===== config.mk =====
export PLATFORM = sky130hd
export DESIGN_NAME = riscv_lsu
export DESIGN_NICKNAME = d
export VERILOG_FILES = /design/src/rtl/riscv_pkg.sv /design/src/rtl/riscv_lsu_align.sv /design/src/rtl/riscv_lsu.sv
export SDC_FILE = /design/constraint.sdc
export NUM_CORES = 1
export LEC_CHECK = 0
export CAP_MARGIN = 25
export CORE_AREA = 2 2 156 158
export CTS_CLUSTER_SIZE = 8
export DETAILED_ROUTE_END_ITERATION = 8
export DIE_AREA = 0 0 158 160
export PLACE_DENSITY = 0.83
export SKIP_LAST_GASP = 1
export SLEW_MARGIN = 10
export SYNTH_ARGS = -nofsm -noshare
export SYNTH_HDL_FRONTEND = slang
export SYNTH_SLANG_ARGS = --single-unit

===== constraint.sdc =====
create_clock -name clk -period 6.2 [get_ports clk]
set_input_delay 0.62 -clock clk [delete_from_list [all_inputs] [get_ports clk]]
set_output_delay 0.62 -clock clk [all_outputs]
set_load 0.03 [all_outputs]

===== src/rtl/riscv_pkg.sv =====
// Shared types for the load/store unit: access size encodings, FSM states, byte-mask helper.
// Latency: n/a (types and pure functions only).
// Backpressure: n/a.
package riscv_pkg;

    // Access size as carried in the load/store funct3 field
    typedef enum logic [2:0] {
        MEM_B  = 3'd0,
        MEM_H  = 3'd1,
        MEM_W  = 3'd2,
        MEM_D  = 3'd3,
        MEM_BU = 3'd4,
        MEM_HU = 3'd5,
        MEM_WU = 3'd6
    } mem_size_e;

    typedef enum logic [1:0] {
        ST_IDLE     = 2'd0,
        ST_REQ      = 2'd1,
        ST_WAIT_RSP = 2'd2,
        ST_DONE     = 2'd3
    } lsu_state_e;

    // Byte-enable mask of an access at lane 0; signedness bit is irrelevant here
    function automatic logic [7:0] size_mask(input logic [2:0] size);
        case (size[1:0])
            2'd0:    return 8'h01;
            2'd1:    return 8'h03;
            2'd2:    return 8'h0F;
            default: return 8'hFF;
        endcase
    endfunction

endpackage


===== src/rtl/riscv_lsu_align.sv =====
// Lane steering: misalignment check, store strobe/data shift, load extract and sign/zero extend.
// Latency: combinational.
// Backpressure: none, pure datapath.
module riscv_lsu_align
    import riscv_pkg::*;
(
    input  logic [2:0]  req_size,
    input  logic [2:0]  req_off,
    input  logic [63:0] req_wdata,
    output logic        misaligned,
    output logic [7:0]  lane_strb,
    output logic [63:0] lane_wdata,
    input  logic [2:0]  ld_size,
    input  logic [2:0]  ld_off,
    input  logic [63:0] ld_beat,
    output logic [63:0] ld_data
);

    logic [63:0] ld_shifted;

    // Natural alignment: the low address bits covered by the access width must be zero
    always_comb begin
        misaligned = 1'b0;
        case (req_size[1:0])
            2'd1:    misaligned = req_off[0];
            2'd2:    misaligned = |req_off[1:0];
            2'd3:    misaligned = |req_off;
            default: misaligned = 1'b0;
        endcase
    end

    assign lane_strb  = size_mask(req_size) << req_off;
    assign lane_wdata = req_wdata << {req_off, 3'b000};
    assign ld_shifted = ld_beat >> {ld_off, 3'b000};

    // Bring the addressed bytes down to bit 0, then extend according to the size code
    always_comb begin
        ld_data = ld_shifted;
        case (ld_size)
            MEM_B:   ld_data = {{56{ld_shifted[7]}},  ld_shifted[7:0]};
            MEM_H:   ld_data = {{48{ld_shifted[15]}}, ld_shifted[15:0]};
            MEM_W:   ld_data = {{32{ld_shifted[31]}}, ld_shifted[31:0]};
            MEM_BU:  ld_data = {56'd0, ld_shifted[7:0]};
            MEM_HU:  ld_data = {48'd0, ld_shifted[15:0]};
            MEM_WU:  ld_data = {32'd0, ld_shifted[31:0]};
            default: ld_data = ld_shifted;
        endcase
    end

endmodule


===== src/rtl/riscv_lsu.sv =====
// Load/store unit: one core dmem access becomes one aligned 8-byte bus beat with strobes.
// Latency: request issued the cycle after acceptance; core released one cycle after the bus response.
// Backpressure: core_stall holds the pipeline; bus_req_valid held with stable payload until bus_req_ready.
module riscv_lsu
    import riscv_pkg::*;
#(
    parameter int TIMEOUT_CYCLES = 256
) (
    input  logic        clk,
    input  logic        rst_n,
    input  logic        core_re,
    input  logic        core_we,
    input  logic [63:0] core_addr,
    input  logic [63:0] core_wdata,
    input  logic [2:0]  core_size,
    output logic [63:0] core_rdata,
    output logic        core_stall,
    output logic        core_fault,
    output logic        bus_req_valid,
    input  logic        bus_req_ready,
    output logic [63:0] bus_addr,
    output logic        bus_we,
    output logic [63:0] bus_wdata,
    output logic [7:0]  bus_wstrb,
    input  logic        bus_rsp_valid,
    input  logic [63:0] bus_rdata
);

    localparam int CW = $clog2(TIMEOUT_CYCLES + 1);

    lsu_state_e  state;
    logic [CW-1:0] wait_cnt;
    logic [2:0]  lat_size;
    logic [2:0]  lat_off;

    logic        req;
    logic        illegal;
    logic        timeout;
    logic        misaligned;
    logic [7:0]  lane_strb;
    logic [63:0] lane_wdata;
    logic [63:0] ld_data;

    riscv_lsu_align u_align (
        .req_size   (core_size),
        .req_off    (core_addr[2:0]),
        .req_wdata  (core_wdata),
        .misaligned (misaligned),
        .lane_strb  (lane_strb),
        .lane_wdata (lane_wdata),
        .ld_size    (lat_size),
        .ld_off     (lat_off),
        .ld_beat    (bus_rdata),
        .ld_data    (ld_data)
    );

    assign req     = core_re | core_we;
    // Size 7 is not a valid funct3; unsigned variants only exist for loads
    assign illegal = (core_re & core_we) | (core_we & core_size[2]) | (core_size == 3'd7) | misaligned;
    // A response arriving on the expiry cycle takes precedence over the timeout
    assign timeout = (state == ST_WAIT_RSP) && !bus_rsp_valid && (wait_cnt == CW'(TIMEOUT_CYCLES));

    // Faults release the core in the same cycle so it can trap instead of waiting
    assign core_fault    = rst_n && (((state == ST_IDLE) && req && illegal) || timeout);
    assign core_stall    = rst_n && (((state == ST_IDLE) && req && !illegal) ||
                                     (state == ST_REQ) ||
                                     ((state == ST_WAIT_RSP) && !timeout));
    assign bus_req_valid = (state == ST_REQ);

    // Access FSM: latch the request, hold it on the bus, then wait for the single response
    always_ff @(posedge clk or negedge rst_n) begin
        if (!rst_n) begin
            state      <= ST_IDLE;
            wait_cnt   <= '0;
            lat_size   <= 3'd0;
            lat_off    <= 3'd0;
            bus_addr   <= 64'd0;
            bus_we     <= 1'b0;
            bus_wdata  <= 64'd0;
            bus_wstrb  <= 8'd0;
            core_rdata <= 64'd0;
        end else begin
            case (state)
                ST_IDLE: begin
                    if (req && !illegal) begin
                        state     <= ST_REQ;
                        bus_addr  <= {core_addr[63:3], 3'b000};
                        bus_we    <= core_we;
                        bus_wdata <= lane_wdata;
                        bus_wstrb <= core_we ? lane_strb : 8'h00;
                        lat_size  <= core_size;
                        lat_off   <= core_addr[2:0];
                    end
                end
                ST_REQ: begin
                    if (bus_req_ready) begin
                        state    <= ST_WAIT_RSP;
                        wait_cnt <= '0;
                    end
                end
                ST_WAIT_RSP: begin
                    if (bus_rsp_valid) begin
                        state <= ST_DONE;
                        if (!bus_we) begin
                            core_rdata <= ld_data;
                        end
                    end else if (wait_cnt == CW'(TIMEOUT_CYCLES)) begin
                        state      <= ST_IDLE;
                        core_rdata <= 64'd0;
                    end else begin
                        wait_cnt <= wait_cnt + 1'b1;
                    end
                end
                default: begin
                    // DONE: the core advances this cycle; its request lines are not sampled
                    state <= ST_IDLE;
                end
            endcase
        end
    end

endmodule

==> flow_metrics.py <==
metrics = {
    "floorplanning": {
        "die_h_um": 160,
        "die_w_um": 158,
        "die-area_um2": 25300,
        "start_util": 0.489,
        "rows": 57,
        "core_area_um2": 23800,
        "io_pins": 405,
    },
    "sta": {
        "tightestPinTransition_ns": 1.04,
        "max_freq_ghz": 0.289,
        "setup_violations": 0,
        "hold_viol": 0,
        "fin_setup_tns_ns": 0,
        "finalWorstSetupSlack_ns": 2.74,
        "slew_violations": 0,
        "min_period_ns": 3.46,
        "skew_ns": 0.0170,
        "slew_headroom": 0.304,
        "period_share": 0.558,
        "rsz0062_at_grt": "false",
    },
    "place": {
        "dp.cells": 1779,
        "port_buffers": 401,
        "dp_hpwl_um": 29600,
        "gp_congestion": 0.910,
        "pre_cts_ws_ns": 2.79,
    },
    "drt": {
        "post_drt_via_cell_ratio": 5.85,
        "ant_nets": 0,
        "wl_um": 40100,
        "drc": 0,
        "dr.pass1.iters": 6,
        "drt_iter0_drc": 733,
        "wl_per_cell_um": 22.1,
        "vias": 10612,
    },
    "power_and_ir_drop": {
        "ir_drop_mv": 0.373,
        "p_per_area_nw_per_um2": 513,
        "power_leakage_uw": 0.00694,
    },
    "final_layout": {
        "fill_cells": 1794,
        "final_layout_size_suffix_gt1_frac": 0.118,
        "nets": 1690,
        "postLayoutCoreUtil": 0.694,
        "final_cells": 1814,
        "area_growth_pct": 41.9,
    },
    "worst_setup_path": {
        "critical_path_depth": 5,
        "crit_top_cell": "clkdlybuf4s50_1",
        "crit_path_cell_trace": "clkdlybuf4s50_1 > o21ai_0 > o2111ai_4 > a31oi_1 > clkdlybuf4s50_1",
        "r2r_slack_ns": 2.95,
        "cp_max_fo": 12,
        "critical_path.slowest_cell": "clkdlybuf4s50_1",
        "r2r_end": "core_rdata[51]",
        "reg2regPathDepth": 5,
        "cp-end-kind": "output port",
        "worstPathArrival_ns": 2.84,
        "startpoint": "core_size[1]",
        "cp-start-kind": "input port",
        "r2r_start": "lat_off[2]",
        "critPathCapture": "core_stall",
        "cp_data_required_time_ns": 5.58,
        "crit_type": "input port to output port",
        "path_buf_inv": 2,
        "critPathTopFamily": "buffers and inverters",
        "cp_slowest_stage_delay_ns": 0.70,
    },
    "global_route": {
        "antenna_found_initial": 3,
        "groute.layer.met3.usage": 0.0901,
        "grt_pass1_vias": 10591,
        "overflow": 0,
        "grt_first_pass_wirelength_um": 61400,
        "busiest_layer": "met2",
        "met1_usage": 0.384,
        "grt_max_degree": 206,
        "met2_usage": 0.516,
        "grt_usage": 0.313,
    },
    "synthesis": {
        "ys_ff_latch": 215,
        "synth.top_cells.by_count": "dfrtp_1 (215), nand2_1 (122), mux2_2 (115)",
        "yosysMostFrequentCell": "dfrtp_1",
        "synth_edf_count": 0,
        "synth_top_area_cell": "dfrtp_1",
        "async_flop_share": 1.00,
        "syn_avg_cell_area_um2": 10.2,
        "ys_seq_area_frac": 0.462,
        "synth_cells": 1144,
        "synthesis.area_um2": 11600,
        "synth_top_area_share": 0.462,
        "yosys_warnings": 0,
        "ys.flop_type": "dfrtp_1",
        "netlist-cell-type-count": 54,
        "synth_area_leaders": "dfrtp_1 (46%), mux2_2 (11%), mux2i_1 (7.9%), nand2_1 (3.9%), o21ai_0 (3.9%)",
    },
    "job": {
        "maxCapViolCount": 0,
    },
    "clock_tree": {
        "clock_path_buffers": 3,
        "post_cts_resized": 0,
        "cts_sinks": 215,
        "worst_skew_pair.late_latency_ns": 0.54,
        "cts_tree": "done",
        "cts-root-buf": "clkbuf_16",
        "post-cts-setup-buffers": 0,
        "cts-htree-levels": 1,
        "path_clk_slew_ns": 0.05,
        "cts_buffers": 30,
        "cts_hold_buffers": 0,
    },
    "hold_path": {
        "min_path_type": "input port to async pin",
    },
    "outcome": {
        "status": "finished, final reports clean",
    },
}
[cells by family (layout without fill, tap and decap cells)]
logic type | count (synthesis) | count (layout) | share of synthesized area
buffers and inverters | 110 | 452 | 0.0417
adder cells (fa/ha/maj) | 2 | 2 | 0.00215
multiplexers | 209 | 209 | 0.193
other | 1 | 5 | 0.000322
AO/OA/AOI/OAI | 351 | 351 | 0.202
AND/OR/NAND/NOR | 256 | 256 | 0.0986
flip-flops | 215 | 215 | 0.462
[metal layers]
| metal | part of all wire | wire [um] |
|---|---|---|
| met1 | 0.38 | 15100 |
| met5 | 0.00037 | 15 |
| met2 | 0.48 | 19400 |
| met3 | 0.094 | 3770 |
| met4 | 0.046 | 1860 |
[cell type report]
type	instances	area, um2	share of cell area
clock buffers	33	783	0.0474
diodes	2	5.00	0.000303
well taps	324	405	0.0245
repair buffers	413	4120	0.250
multi-input cells	821	5800	0.351
inverters	6	22.5	0.00136
flip-flops and latches	215	5380	0.326
[state kept, by name, summed over array words and instances (netlist names)]
name	flops
state	2
bus_wdata	64
lat_size	3
core_rdata	64
bus_addr	61
bus_we	1
bus_wstrb	8
wait_cnt	9
lat_off	3
[power breakdown]
part | total, uW | internal (uW) | switching [uW] | leakage [uW]
registers | 2540 | 2020 | 527 | 0.00272
clock network | 1450 | 867 | 579 | 0.000384
logic | 4490 | 1950 | 2540 | 0.00383
[stage by stage]
step           hold slack [ns]  power, uW  area [um2]
2_1_floorplan            0.324       5110       11700
3_3_place_gp             0.461       6920       15700
3_5_place_dp             0.466       7000       15700
4_1_cts                  0.114       8480       16500
5_1_grt                  0.154       8870       16500
6_report                0.0693       8470       16500
[layout by cell type (no fill, tap or decap), drive strengths merged, types with 2 or more instances in the layout]
cell type and count:
a211o 7, a211oi 41, a21o 10, a21oi 71, a221o 16, a22o 34
a31oi 5, and2 4, and3 2, buf 16, clkbuf 33, clkdlybuf4s50 397
conb 3, dfrtp 215, diode 2, ha 2, inv 6, mux2 116
mux2i 92, nand2 122, nand2b 5, nand3 5, nand3b 2, nand4 3
nor2 68, nor2b 23, nor3 2, nor3b 11, o211ai 12, o21a 3
o21ai 92, o22a 8, o22ai 17, o2bb2ai 7, o31ai 22, or2 5
[how the worst min path moves through the flow]
| stage | startpoint | endpoint | slack (ns) | cells after the start |
|---|---|---|---|---|
| floorplan | rst_n | bus_addr[10] | 0.32 | 0 |
| global placement | bus_wdata[9] | bus_wdata[9] | 0.46 | 2 |
| detailed placement | bus_wdata[20] | bus_wdata[20] | 0.47 | 2 |
| CTS | rst_n | core_rdata[15] | 0.11 | 1 |
| global route | rst_n | state[1] | 0.15 | 1 |
| finish | rst_n | wait_cnt[5] | 0.07 | 1 |
(Power assumes the default switching activity.)
